[src/rtl/tx_uart_if.sv]
// Write-side bus of the UART transmitter: byte strobe and data in,
// holding-register status out.
interface tx_uart_if #(
  parameter int NB_DATA = 8
);
  logic               i_tx_start;
  logic [NB_DATA-1:0] i_data;
  logic               o_ready;
  logic               o_busy;

  // The producer of bytes.
  modport master (
    output i_tx_start, i_data,
    input  o_ready, o_busy
  );

  // The transmitter itself.
  modport slave (
    input  i_tx_start, i_data,
    output o_ready, o_busy
  );
endinterface

[src/rtl/tx_uart.sv]
// UART transmitter: start bit, NB_DATA data bits LSB first, N_STOP_BITS stop
// bits, timed by the shared 16x oversample tick. A one-deep holding register
// lets the next byte be written mid-frame so frames run back-to-back.
module tx_uart #(
  parameter int NB_DATA         = 8,
  parameter int N_TICKS_PER_BIT = 16,
  parameter int N_STOP_BITS     = 2,
  parameter int NB_COUNT        = 6,
  parameter int NB_DATA_COUNT   = 4
) (
  input  logic      i_clock,
  input  logic      i_reset,
  input  logic      i_s_tick,
  tx_uart_if.slave  bus,
  output logic      o_tx,
  output logic      o_tx_done_tick
);

  typedef enum logic [1:0] {IDLE, START, DATA, STOP} state_t;

  localparam logic [NB_COUNT-1:0]      BIT_LAST  = NB_COUNT'(N_TICKS_PER_BIT - 1);
  localparam logic [NB_COUNT-1:0]      STOP_LAST = NB_COUNT'(N_STOP_BITS * N_TICKS_PER_BIT - 1);
  localparam logic [NB_DATA_COUNT-1:0] DATA_LAST = NB_DATA_COUNT'(NB_DATA - 1);

  state_t                   r_state;
  logic [NB_COUNT-1:0]      r_tick_cnt;
  logic [NB_DATA_COUNT-1:0] r_data_cnt;
  logic [NB_DATA-1:0]       r_shift;
  logic [NB_DATA-1:0]       r_hold;
  logic                     r_hold_valid;
  logic                     r_tx;
  logic                     r_done_tick;

  logic w_accept;
  logic w_stop_end;
  logic w_load;

  // A strobe is taken only into an empty holding register; a frame is loaded
  // from a full one either from IDLE or on the tick that ends the last stop bit.
  assign w_accept   = bus.i_tx_start && !r_hold_valid;
  assign w_stop_end = (r_state == STOP) && i_s_tick && (r_tick_cnt == STOP_LAST);
  assign w_load     = r_hold_valid && ((r_state == IDLE) || w_stop_end);

  // Frame sequencer, holding register and registered line outputs.
  // NOTE: all state uses non-blocking assignments so every register samples
  // pre-edge values; the later w_load block deliberately overrides the case.
  always_ff @(posedge i_clock) begin
    if (i_reset) begin
      r_state      <= IDLE;
      r_tick_cnt   <= '0;
      r_data_cnt   <= '0;
      r_shift      <= '0;
      r_hold       <= '0;
      r_hold_valid <= 1'b0;
      r_tx         <= 1'b1;
      r_done_tick  <= 1'b0;
    end else begin
      r_done_tick <= 1'b0;

      if (w_accept) begin
        r_hold       <= bus.i_data;
        r_hold_valid <= 1'b1;
      end

      case (r_state)
        IDLE: begin
          r_tx <= 1'b1;
        end
        START: begin
          if (i_s_tick) begin
            if (r_tick_cnt == BIT_LAST) begin
              r_tick_cnt <= '0;
              r_data_cnt <= '0;
              r_tx       <= r_shift[0];
              r_state    <= DATA;
            end else begin
              r_tick_cnt <= r_tick_cnt + 1'b1;
            end
          end
        end
        DATA: begin
          if (i_s_tick) begin
            if (r_tick_cnt == BIT_LAST) begin
              r_tick_cnt <= '0;
              r_shift    <= r_shift >> 1;
              if (r_data_cnt == DATA_LAST) begin
                r_state <= STOP;
                r_tx    <= 1'b1;
              end else begin
                r_data_cnt <= r_data_cnt + 1'b1;
                r_tx       <= r_shift[1];
              end
            end else begin
              r_tick_cnt <= r_tick_cnt + 1'b1;
            end
          end
        end
        STOP: begin
          if (i_s_tick) begin
            if (r_tick_cnt == STOP_LAST) begin
              r_done_tick <= 1'b1;
              r_tick_cnt  <= '0;
              r_state     <= IDLE;
              r_tx        <= 1'b1;
            end else begin
              r_tick_cnt <= r_tick_cnt + 1'b1;
            end
          end
        end
        default: begin
          r_state <= IDLE;
          r_tx    <= 1'b1;
        end
      endcase

      // Start a new frame from the pending byte; wins over the IDLE/STOP
      // assignments above so a back-to-back frame has no high gap.
      if (w_load) begin
        r_state      <= START;
        r_shift      <= r_hold;
        r_hold_valid <= 1'b0;
        r_tick_cnt   <= '0;
        r_tx         <= 1'b0;
      end
    end
  end

  assign o_tx           = r_tx;
  assign o_tx_done_tick = r_done_tick;
  assign bus.o_ready    = ~r_hold_valid;
  assign bus.o_busy     = (r_state != IDLE) | r_hold_valid;

endmodule

[src/flat_wrapper.sv]
// flat-port wrapper written by rule: the top's interface ports become plain ports
module tx_uart_flat 
#(
  parameter int NB_DATA         = 8,
  parameter int N_TICKS_PER_BIT = 16,
  parameter int N_STOP_BITS     = 2,
  parameter int NB_COUNT        = 6,
  parameter int NB_DATA_COUNT   = 4
)
  (i_clock, i_reset, i_s_tick, o_tx, o_tx_done_tick, bus_i_tx_start, bus_i_data, bus_o_ready, bus_o_busy);
  tx_uart_if #(.NB_DATA(NB_DATA)) bus_i ();
  input  logic i_clock;
  input  logic i_reset;
  input  logic i_s_tick;
  output logic o_tx;
  output logic o_tx_done_tick;
  input wire logic [$bits(bus_i.i_tx_start)-1:0] bus_i_tx_start;
  input wire logic [$bits(bus_i.i_data)-1:0] bus_i_data;
  output wire logic [$bits(bus_i.o_ready)-1:0] bus_o_ready;
  output wire logic [$bits(bus_i.o_busy)-1:0] bus_o_busy;
  assign bus_i.i_tx_start = bus_i_tx_start;
  assign bus_i.i_data = bus_i_data;
  assign bus_o_ready = bus_i.o_ready;
  assign bus_o_busy = bus_i.o_busy;
  tx_uart #(.NB_DATA(NB_DATA), .N_TICKS_PER_BIT(N_TICKS_PER_BIT), .N_STOP_BITS(N_STOP_BITS), .NB_COUNT(NB_COUNT), .NB_DATA_COUNT(NB_DATA_COUNT)) u_core (.i_clock(i_clock), .i_reset(i_reset), .i_s_tick(i_s_tick), .bus(bus_i), .o_tx(o_tx), .o_tx_done_tick(o_tx_done_tick));
endmodule
[config.mk]
export PLATFORM = sky130hd
export DESIGN_NAME = tx_uart_flat
export DESIGN_NICKNAME = d
export VERILOG_FILES = /design/src/rtl/tx_uart_if.sv /design/src/rtl/tx_uart.sv /design/src/flat_wrapper.sv
export SDC_FILE = /design/constraint.sdc
export NUM_CORES = 1
export LEC_CHECK = 0
export CAP_MARGIN = 40
export CORE_MARGIN = 2
export CORE_UTILIZATION = 57
export CTS_CLUSTER_DIAMETER = 30
export DETAILED_ROUTE_END_ITERATION = 16
export GPL_TIMING_DRIVEN = 0
export PLACE_DENSITY = 0.76
export SETUP_SLACK_MARGIN = 0.4
export SLEW_MARGIN = 10
export SYNTH_ARGS = -nofsm -noshare
export SYNTH_HDL_FRONTEND = slang
export SYNTH_SLANG_ARGS = --single-unit
export TNS_END_PERCENT = 30
[constraint.sdc]
create_clock -name i_clock -period 4.9 [get_ports i_clock]
set_clock_uncertainty 0.1 [all_clocks]
set_input_delay 0.49 -clock i_clock [delete_from_list [all_inputs] [get_ports i_clock]]
set_output_delay 0.49 -clock i_clock [all_outputs]
set_load 0.02 [all_outputs]
* After elaboration in Yosys (flattened, before gate mapping)
Index checks and enable logic that the tools add are counted.
** Storage, ports and cells
- Register bits :: 31
- Latch bits :: 0
- Memory bits (writable) :: 0
- ROM bits :: 0
- Bits of input ports :: 12
- Output and inout bits :: 4
- Memories kept :: 0
** Operators by class
- $add $sub $neg :: 2
- $mul :: 0
- Divide/modulo/power cells :: 0
- $lt $le $gt $ge :: 0
- Equal/unequal tests :: 22
- Shift-type cells :: 0
- Multiplexer cells :: 34
- Bitwise logic cells :: 4
- Reduce and logical (&&, ||, !) cells :: 24
** Operators by type and width (count)
- 8-bit two-way mux :: 4
- 6-bit two-way mux :: 4
- 4-bit two-way mux :: 5
- 8-bit AND reduction :: 2
- 2-bit two-way mux :: 7
- 3-bit by 2-bit != test with 1-bit output, second input constant :: 4
- 6-bit case mux with 2 select lines :: 1
- 6-bit AND reduction :: 2
- 2-bit nonzero test :: 6
- 1-bit two-way mux :: 10
- 2-bit != test, second input constant :: 5
- 3-bit by 1-bit != test with 1-bit output, second input constant :: 3
- 2-bit by 1-bit != test with 1-bit output, second input constant :: 4
- 4-bit case mux with 2 select lines :: 1
- 6-bit by 1-bit adder with 6-bit output, second input constant :: 1
- 6-bit by 4-bit equality test with 1-bit output, second input constant :: 1
- 6-bit by 5-bit equality test with 1-bit output, second input constant :: 1
- 2-bit case mux with 3 select lines :: 1
- 3-bit AND reduction :: 2
- 4-bit by 1-bit adder with 4-bit output, second input constant :: 1
- 2-bit equality test, second input constant :: 2
- 4-bit by 3-bit equality test with 1-bit output, second input constant :: 1
- 1-bit logical AND :: 4
- 1-bit case mux with 4 select lines :: 1
- 10 further kinds :: 13

* Logic depth before layout (Yosys ltp)
Gate-level depths: netlist (run 1).
- Depth after elaboration :: 7
- Mapped depth :: 7
- Depth with buffers taken out :: 6

* Worst setup path after synthesis (run 1)
OpenSTA, ideal clock, no wires.
- Kind :: register to register
- From :: register u_core.r_state[0]
- To :: register u_core.r_tx (netlist: u_core.o_tx)
- Setup time :: 122 ps
- Arrival time :: 1546 ps
- Path slack :: 3132 ps
- Cell stages (with the launch flop) :: 8
- Cell sequence :: dfxtp_1 inv_1 ha_1 buf_4 a22oi_1 nand2_1 o221a_1 a311o_1
** On the way
- Cells in the longest elaborated chain, start to end :: 7
- Elaborated cells on any way between the ends :: 17
- Those cells by class :: 9 x eq/ne; 2 x mux; 6 x reduce/logical
** RTL lines
- start: declaration :: line tx_uart.sv:25 : state_t r_state;
- start signal: assignment :: line tx_uart.sv:49 : r_state <= IDLE;
- start signal: assignment :: line tx_uart.sv:75 : r_state <= DATA;
- start signal: assignment :: line tx_uart.sv:87 : r_state <= STOP;
- 2-bit equality test :: line tx_uart.sv:41, tx_uart.sv:65
- 1-bit logical AND (2 in a row) :: line tx_uart.sv:41 : assign w_stop_end = (r_state == STOP) && i_s_tick && (r_tick_cnt == STOP_LAST);
- 1-bit logical OR :: line tx_uart.sv:42 : assign w_load = r_hold_valid && ((r_state == IDLE) || w_stop_end);
- 1-bit logical AND :: line tx_uart.sv:42
- 3-bit by 2-bit != test with 1-bit output (no source line) or 3-bit by 1-bit != test with 1-bit output (tied branches)
- 6-bit AND reduction (no source line)
- end signal: assignment :: line tx_uart.sv:74 : r_tx <= r_shift[0];
- end signal: assignment :: line tx_uart.sv:91 : r_tx <= r_shift[1];
- end: declaration :: line tx_uart.sv:31 : logic r_tx;
Several ways; a longest one is shown, not always the timed one.
A chain may end at the register's enable or synchronous reset.

* Final worst setup path (run 1)
- From :: register u_core.r_state[0]
- To :: output port bus_o_busy
** On the way
- Cells in the longest elaborated chain, start to end :: 2
** RTL lines
- 2-bit nonzero test :: line tx_uart.sv:131 : assign bus.o_busy = (r_state != IDLE) | r_hold_valid;
- 1-bit OR :: line tx_uart.sv:131
- end: declaration :: line flat_wrapper.sv:20 : output wire logic [$bits(bus_i.o_busy)-1:0] bus_o_busy;
No other way between the ends.

==> reports/metrics.csv, run 1 <==
metric,value,unit
Min Hold Slack,0.391,ns
drt first pass iters,4,
"Distinct cells, synth",43,
Routed WL,3310,µm
Via Count,1342,
maximum vdd drop,0.311,mV
RSZ-0062 raised after global routing,false,
Crit path arrival time,1.77,ns
GRT overflow,0,
fmax,0.423,GHz
Num CTS Buffers,5,
final total negative setup slack,0,ns
layout cells sized above 1,11.0,%
# setup viols final,0,
final worst-path cycle share,48.2,%
Overall Power,0.000760,W
WS Path Type,reg -> out,
Sink Count,31,
n_diodes,0,
power density cells,413,nW/µm²
input/output buffers,14,
register bit count reported by yosys,31,
Tightest Pin Transition,0.479,ns
TritonCTS clock tree,yes,
Post-DRT Antenna Nets,0,
routed len/inst,14.3,µm
CP Capture Type,primary output,
ys flop type,dfxtp_1,
post-CTS sizing,0,
die area,3260,µm²
clock-pin slew on the worst setup and hold paths,0.10,ns
Die H,57.1,µm
starting DRC count in detailed routing,69,
final worst slack,2.54,ns
asr flop ratio synth,0,%
first-pass GRT wire length,5920,µm
CP max FO,5,
final hold violations,0,
Root Driver,clkbuf_4,
YS warnings,0,
Tmin final,2.36,ns
Chip Width,57.1,µm
"Seq/Total Area, Yosys",38.6,%
crit start category,flip-flop,
Max clock buf depth,2,
nets,219,
largest net degree at the start of global routing,11,
Fillers,222,
"EDFF count, synth",0,
"Core Util, Final",68.0,%
Max-cap violations,0,
Worst slew margin,68.1,%
Initial Util,59.3,%
Sequential Area,621,µm²
min-delay worst type,reg -> reg,
# IOs,16,
DRC viols,0,
required time worst endpoint,4.31,ns
core area,2710,µm²
Place WS,2.64,ns
DR vias/cell,5.81,
postcts setup bufs,0,
vias in the first global route,1303,
Leak,0.739,nW
Final GP Congestion,0.836,
initial antenna violation count,0,
Mapped Avg Cell Area,8.98,µm²
overall global routing resource usage,23.3,%
syn nets,198,
clk_lat worst skew,0.34,ns
H-tree depth,2,
cts hold-fix bufs,0,
Multi-input gate area,887,µm²
P&R area growth vs syn,14.6,%
status,"complete, no violations",
DPL Wire Length,2420,µm
final slew viol count,0,
row count,19,
synthesized area,1610,µm²
Post-Syn Instances,179,
-- logic make-up (layout without fill, tap and decap cells) --
| group | count (synthesis) | in the layout | synth area share [%] |
|---|---|---|---|
| AND/OR/NAND/NOR | 71 | 71 | 23.3 |
| AO/OA/AOI/OAI | 35 | 35 | 15.3 |
| flip-flops | 31 | 31 | 38.6 |
| multiplexers | 17 | 17 | 10.6 |
| buffers and inverters | 17 | 38 | 6.15 |
| adder cells (fa/ha/maj) | 7 | 7 | 5.45 |
| XOR/XNOR | 1 | 1 | 0.545 |
-- area by class of cell --
class | count | area share (%)
buffer | 11 | 4.14
clock buffer | 6 | 2.79
clock inverter | 1 | 0.272
inverter | 6 | 1.22
multi-input combinational | 131 | 48.2
sequential | 31 | 33.7
tap | 31 | 2.11
timing repair buffer | 14 | 7.61
-- layer usage --
metal / up-vias / share of wire (%) / track usage (%)
met5: - / 0 / 0
met4: 0 / 1.2 / 8.97
met3: 5 / 4.8 / 7.03
met2: 33 / 49 / 37.4
met1: 625 / 45 / 29.5
li1: 679 / - / -
-- power breakdown --
group / switching (W) / total [W] / internal, W
clock network: 0.0000871 / 0.000153 / 0.0000664
logic: 0.000161 / 0.000295 / 0.000134
registers: 0.0000244 / 0.000312 / 0.000287
total: 0.000273 / 0.000760 / 0.000487
-- registers in the layout, indices dropped and copies added, names as in the netlist --
signal,cells
u_core.r_shift,8
u_core.r_hold,8
u_core.r_hold_valid,1
u_core.r_data_cnt,4
u_core.o_tx,1
u_core.o_tx_done_tick,1
u_core.r_state,2
u_core.r_tick_cnt,6
-- path summary, 6_finish.rpt --
path / from / to / slack [ns] / cells past startpoint
max: u_core.r_state[0] / bus_o_busy / 2.54 / 4
min: u_core.r_data_cnt[1] / u_core.r_data_cnt[1] / 0.39 / 2
max reg2reg: u_core.r_state[0] / u_core.r_data_cnt[2] / 2.90 / 7
min reg2reg: u_core.r_data_cnt[1] / u_core.r_data_cnt[1] / 0.39 / 2
-- cell usage in the layout (no fill, tap or decap), types with 4 or more instances in the layout --
cell type / synthesis / final
o21ai_0: 4 / 4
mux2i_1: 17 / 17
ha_1: 7 / 7
dfxtp_1: 31 / 31
clkbuf_4: 0 / 5
nand3_1: 5 / 5
nand2_1: 6 / 6
inv_1: 6 / 6
buf_6: 4 / 4
clkdlybuf4s50_1: 0 / 14
nor2_1: 31 / 31
clkbuf_1: 5 / 5
nor3_1: 4 / 4
a211oi_1: 9 / 9
a21oi_1: 9 / 9
-- cell usage after synthesis (all sizes together), types with 3 or more instances --
library cell	n	area share, %
nor4	3	1.2
nor2	31	7.2
buf	6	3.6
ha	7	5.5
clkbuf	5	1.2
inv	6	1.4
nor3	4	1.2
dfxtp	31	39
nand3	5	1.6
a211oi	9	4.2
nand2	6	1.4
nand2b	3	1.2
mux2i	17	11
a21oi	9	2.8
o21ai	5	1.6
-- worst max-delay path: stages, from the launching register on --
cell and delay, ns:
dfxtp_1 0.41, inv_1 0.11, ha_1 0.25, nand2_1 0.08, clkdlybuf4s50_1 0.59
-- through the flow --
stage | instances | instance area, µm²
finish | 231 | 1840
CTS | 231 | 1840
floorplan | 179 | 1610
global placement | 224 | 1790
detailed placement | 224 | 1790
global route | 231 | 1840
No activity file was read; power rests on OpenSTA's default activity.
==> inputs of run 2 (changes only) <==
- CORE_UTILIZATION: 57 -> 50
- PLACE_DENSITY: 0.76 -> 0.7
- clock period: 4.9 -> 2.1 ns (I/O delays scaled with it)
==> run 2 against run 1 <==
Utilization is 1.1 points higher. Via count up 6.2%. Sequential power up 140%. Setup slack got worse by 2.3 ns. Critical path type is now reg -> reg. Critical endpoint is now u_core.r_data_cnt[2]. Highest routed layer unchanged.
==> reports/metrics.csv, run 2 (synthesis results as in run 1) <==
metric,value,unit,change
Regs by FF count,"u_core.r_hold (8), u_core.r_shift (8), u_core.r_tick_cnt (6)",,unchanged
# IOs,16,,unchanged
min-delay worst type,in -> reg,,was reg -> reg
crit start category,flip-flop,,unchanged
starting DRC count in detailed routing,116,,was 69
wl on met1,1690,µm,was 1490 µm
CP max FO,5,,unchanged
clock-pin slew on the worst setup and hold paths,0.10,ns,about the same
drt first pass iters,4,,unchanged
most frequent cells in the layout,"nor2_1 (31), dfxtp_1 (27), mux2i_1 (17), clkdlybuf4s50_1 (13)",,"was nor2_1 (31), dfxtp_1 (31), mux2i_1 (17), clkdlybuf4s50_1 (14)"
RSZ-0062 raised after global routing,true,,was false
Root Driver,clkbuf_4,,unchanged
Chip Width,60.7,µm,was 57.1 µm
Tmin final,1.85,ns,
Worst slew margin,66.6,%,was 68.1%
largest net degree at the start of global routing,11,,unchanged
first-pass GRT wire length,5490,µm,was 5920 µm
Routed WL,3660,µm,was 3310 µm
met2 WL,1800,µm,was 1620 µm
DR vias/cell,5.57,,was 5.81
final hold violations,0,,unchanged
final total negative setup slack,0,ns,unchanged
met3 WL,116,µm,was 158 µm
Max-cap violations,0,,unchanged
DRC viols,0,,unchanged
Fillers,256,,was 222
# setup viols final,0,,unchanged
layout cells sized above 1,25.5,%,was 11.0%
maximum vdd drop,0.591,mV,was 0.311 mV
core area,3050,µm²,was 2710 µm²
CP Capture Type,flip-flop,,was primary output
TritonCTS clock tree,yes,,unchanged
power density cells,1030,nW/µm²,was 413 nW/µm²
"commonest non-fill, non-tap cell in the layout",nor2_1,,
Tightest Pin Transition,0.502,ns,was 0.479 ns
Initial Util,52.6,%,was 59.3%
P&R area growth vs syn,31.2,%,was 14.6%
WS Path Type,reg -> reg,,was reg -> out
GRT overflow,0,,unchanged
Max clock buf depth,2,,unchanged
max layer used,met4,,unchanged
cts hold-fix bufs,0,,unchanged
Post-DRT Antenna Nets,0,,unchanged
final worst-path cycle share,88.0,%,
n_diodes,0,,unchanged
Leak,0.821,nW,was 0.739 nW
placed inst area,1830,µm²,was 1790 µm²
final slew viol count,0,,unchanged
Die H,60.7,µm,was 57.1 µm
fmax,0.541,GHz,
routed len/inst,14.3,µm,about the same
design area,2110,µm²,was 1840 µm²
overall global routing resource usage,20.5,%,was 23.3%
initial antenna violation count,0,,unchanged
die area,3680,µm²,was 3260 µm²
Crit path arrival time,1.95,ns,was 1.77 ns
Via Count,1425,,"was 1,342"
Num CTS Buffers,5,,unchanged
Final GP Congestion,0.771,,was 0.836
vias in the first global route,1247,,"was 1,303"
H-tree depth,2,,unchanged
required time worst endpoint,2.21,ns,was 4.31 ns
status,"complete, no violations",,unchanged
row count,20,,was 19
clk_lat worst skew,0.33,ns,was 0.34 ns
Sink Count,31,,unchanged
nets,231,,was 219
DPL Wire Length,2380,µm,was 2420 µm
input/output buffers,14,,unchanged
[run 2: cell count changes in the layout (fill, tap and decap cells not counted), sizes merged]
cell and change:
dlygate4sd2 +1, clkinv -1, buf +13, clkdlybuf4s50 -1
clkbuf -1, bufinv +1
[run 2: worst max-delay path: stages (launching register included)]
cell     delay, ns
dfxtp_4       0.41
inv_4         0.06
ha_4          0.17
and4b_1       0.21
or4_4         0.59
o21ai_2       0.13
a21oi_1       0.06
[run 2: metal layers]
metal / vias to the layer above / global-route usage [%]
met4: 0 / 9.01
met1: 680 / 26.4
met5: - / 0
met3: 7 / 6.40
met2: 33 / 31.6
li1: 705 / -
[run 2: per-stage QoR]
step                      worst slack (ns)  cells  power [W]  hold WS (ns)  utilization [%]
final                                0.253    256    0.00217         0.233             69.0
after floorplan                      0.390    179    0.00127         0.226                -
after CTS                            0.277    247    0.00193         0.216             63.8
after detailed placement             0.114    237    0.00146         0.369             59.9
after global placement               0.148    237    0.00143         0.363             59.9
after global routing                 0.186    256    0.00230         0.226             69.0
[run 2: area by class of cell]
type                       instances  area [µm²]  area share (%)
sequential                        31         631            29.9
buffer                            11        92.6            4.39
clock buffer                       6        41.3            1.96
inverter                           6        25.0            1.19
multi-input combinational        131         996            47.3
tap                               44        55.1            2.61
timing repair buffer              26         236            11.2
clock inverter                     1        30.0            1.43
[run 2: path summary, 6_finish.rpt]
kind                                   startpoint              endpoint  slack (ns)  depth (start not counted)
worst max-delay path            u_core.r_state[0]  u_core.r_data_cnt[2]        0.25                          6
worst min-delay path                      i_reset  u_core.r_data_cnt[0]        0.23                          2
worst min register to register  u_core.r_shift[7]     u_core.r_shift[7]        0.38                          2
worst max register to register  u_core.r_state[0]  u_core.r_data_cnt[2]        0.25                          6
[run 2: timing repair]
| item | 4_1_cts | 5_1_grt |
|---|---|---|
| resized for setup | 8 | 23 |
| cloned | 0 | 2 |
| setup endpoints to repair | 23 | 24 |
| buffers inserted | 3 | 7 |
| endpoints found under the hold margin | 0 | 0 |
| pin swaps | 5 | 10 |
[run 2: where the power goes]
group / internal [W] / switching (W)
clock network: 0.000245 / 0.000205
registers: 0.000681 / 0.0000747
logic: 0.000485 / 0.000473
==> inputs of run 3 (changes only) <==
- MAX_ROUTING_LAYER: not set -> met4
==> run 3 against run 2 <==
Sequential share of layout area is the same. Largest power group unchanged. Hold slack better by 0.0073 ns. Die area is the same. Largest cell class unchanged. Flip-flop and latch count unchanged. Setup slack better by 0.0020 ns. Fmax rose by 0.11%. Utilization unchanged. First-iteration DRC count stayed put. Global-route usage rose by 0.52 points.
==> reports/metrics.csv, run 3 (synthesis results as in run 1) <==
metric,value,unit,change
status,"complete, no violations",,unchanged
hold path depth,2,,unchanged
H-tree depth,2,,unchanged
DR vias/cell,5.54,,was 5.57
Routed WL,3630,µm,was 3660 µm
Sink Count,31,,unchanged
R2R cell count,6,,unchanged
P&R area growth vs syn,31.2,%,unchanged
first-pass GRT wire length,5480,µm,was 5490 µm
layout cells sized above 1,25.5,%,unchanged
most frequent cells in the layout,"nor2_1 (31), dfxtp_1 (27), mux2i_1 (17), clkdlybuf4s50_1 (13)",,unchanged
starting DRC count in detailed routing,116,,unchanged
Via Count,1417,,"was 1,425"
Max clock buf depth,2,,unchanged
Multi-input gate area,996,µm²,unchanged
Tmin final,1.85,ns,about the same
# setup viols final,0,,unchanged
overall global routing resource usage,21.0,%,was 20.5%
Worst Hold End,u_core.r_data_cnt[0],,unchanged
Reg-to-Reg End,u_core.r_data_cnt[2],,unchanged
routed len/inst,14.2,µm,was 14.3 µm
input/output buffers,14,,unchanged
Num CTS Buffers,5,,unchanged
crit start category,flip-flop,,unchanged
fmax,0.542,GHz,was 0.541 GHz
Max-cap violations,0,,unchanged
clk_lat worst skew,0.33,ns,about the same
n_diodes,0,,unchanged
Regs by FF count,"u_core.r_hold (8), u_core.r_shift (8), u_core.r_tick_cnt (6)",,unchanged
Final GP Congestion,0.781,,was 0.771
CP max FO,5,,unchanged
largest net degree at the start of global routing,11,,unchanged
die area,3680,µm²,unchanged
drt first pass iters,4,,unchanged
CP cell instances,"inv_4, ha_4, and4b_1, or4_4, o21ai_2, a21oi_1",,unchanged
nets,231,,unchanged
# IOs,16,,unchanged
maximum vdd drop,0.588,mV,was 0.591 mV
initial antenna violation count,0,,unchanged
row count,20,,unchanged
Tightest Pin Transition,0.504,ns,was 0.502 ns
DRC viols,0,,unchanged
required time worst endpoint,2.21,ns,about the same
power density cells,1030,nW/µm²,about the same
Die H,60.7,µm,unchanged
Hold Crit Start,i_reset,,unchanged
RSZ-0062 raised after global routing,true,,unchanged
Critical Path Max Stage Delay,0.59,ns,about the same
final hold violations,0,,unchanged
Leak,0.821,nW,unchanged
Crit path arrival time,1.95,ns,about the same
"reg-to-reg slack, setup",0.25,ns,about the same
TritonCTS clock tree,yes,,unchanged
CP Capture Type,flip-flop,,unchanged
GRT overflow,0,,unchanged
Chip Width,60.7,µm,unchanged
slowest CP cell,or4_4,,unchanged
DPL Wire Length,2380,µm,unchanged
Fillers,256,,unchanged
Root Driver,clkbuf_4,,unchanged
"commonest non-fill, non-tap cell in the layout",nor2_1,,unchanged
beginning of the critical path,u_core.r_state[0],,unchanged
Min Hold Slack,0.241,ns,was 0.233 ns
worst reg2reg startpoint,u_core.r_state[0],,unchanged
clock-pin slew on the worst setup and hold paths,0.10,ns,about the same
WS Path Type,reg -> reg,,unchanged
core area,3050,µm²,unchanged
cts hold-fix bufs,0,,unchanged
min-delay worst type,in -> reg,,unchanged
final slew viol count,0,,unchanged
Post-DRT Antenna Nets,0,,unchanged
Worst slew margin,66.4,%,was 66.6%
final worst-path cycle share,87.9,%,was 88.0%
vias in the first global route,1246,,"was 1,247"
Initial Util,52.6,%,unchanged
final total negative setup slack,0,ns,unchanged
Sequential Area,631,µm²,unchanged
run 3: metrics by stage:
step | total power, W | instance area (µm²) | worst slack [ns] | utilization, % | std cells
2_1_floorplan | 0.00127 | 1630 | 0.390 | - | 179
3_3_place_gp | 0.00143 | 1830 | 0.148 | 59.9 | 237
3_5_place_dp | 0.00146 | 1830 | 0.114 | 59.9 | 237
4_1_cts | 0.00193 | 1950 | 0.277 | 63.8 | 247
5_1_grt | 0.00230 | 2110 | 0.186 | 69.0 | 256
6_report | 0.00216 | 2110 | 0.255 | 69.0 | 256
run 3: critical path: cells and delay by family (launching register included):
family / cells / cell delay [ns]
flip-flops: 1 / 0.41
AO/OA/AOI/OAI: 2 / 0.19
buffers and inverters: 1 / 0.06
AND/OR/NAND/NOR: 2 / 0.80
adder cells (fa/ha/maj): 1 / 0.17
run 3: how the worst max path moves through the flow:
stage | end | slack (ns)
final | u_core.r_data_cnt[2] | 0.25
after detailed placement | u_core.r_shift[5] | 0.11
after CTS | u_core.r_shift[2] | 0.28
after global placement | u_core.o_tx | 0.15
after floorplan | u_core.o_tx | 0.39
after global routing | u_core.r_data_cnt[2] | 0.19
run 3: where the power goes:
part	internal, W	switching (W)
logic	0.000486	0.000472
clock network	0.000245	0.000205
registers	0.000681	0.0000745
run 3: per-layer routing:
layer | track usage [%] | wire length [µm] | up-vias
li1 | - | - | 707
met4 | 10.9 | 55 | 0
met5 | - | 0 | -
met1 | 26.4 | 1670 | 671
met2 | 31.6 | 1770 | 33
met3 | 4.48 | 139 | 6
run 3: area by class of cell:
cell class | instances | area share, %
repair buffers | 26 | 11.2
clock inverters | 1 | 1.43
flip-flops and latches | 31 | 29.9
clock buffers | 6 | 1.96
multi-input cells | 131 | 47.3
well taps | 44 | 2.61
plain buffers | 11 | 4.39
inverters | 6 | 1.19
run 3: what timing repair did:
action                                  4_1_cts  5_1_grt
cloned                                        0        2
pin swaps                                     5       10
gates resized for setup                       8       23
setup buffers                                 3        7
endpoints found under the setup margin       23       24
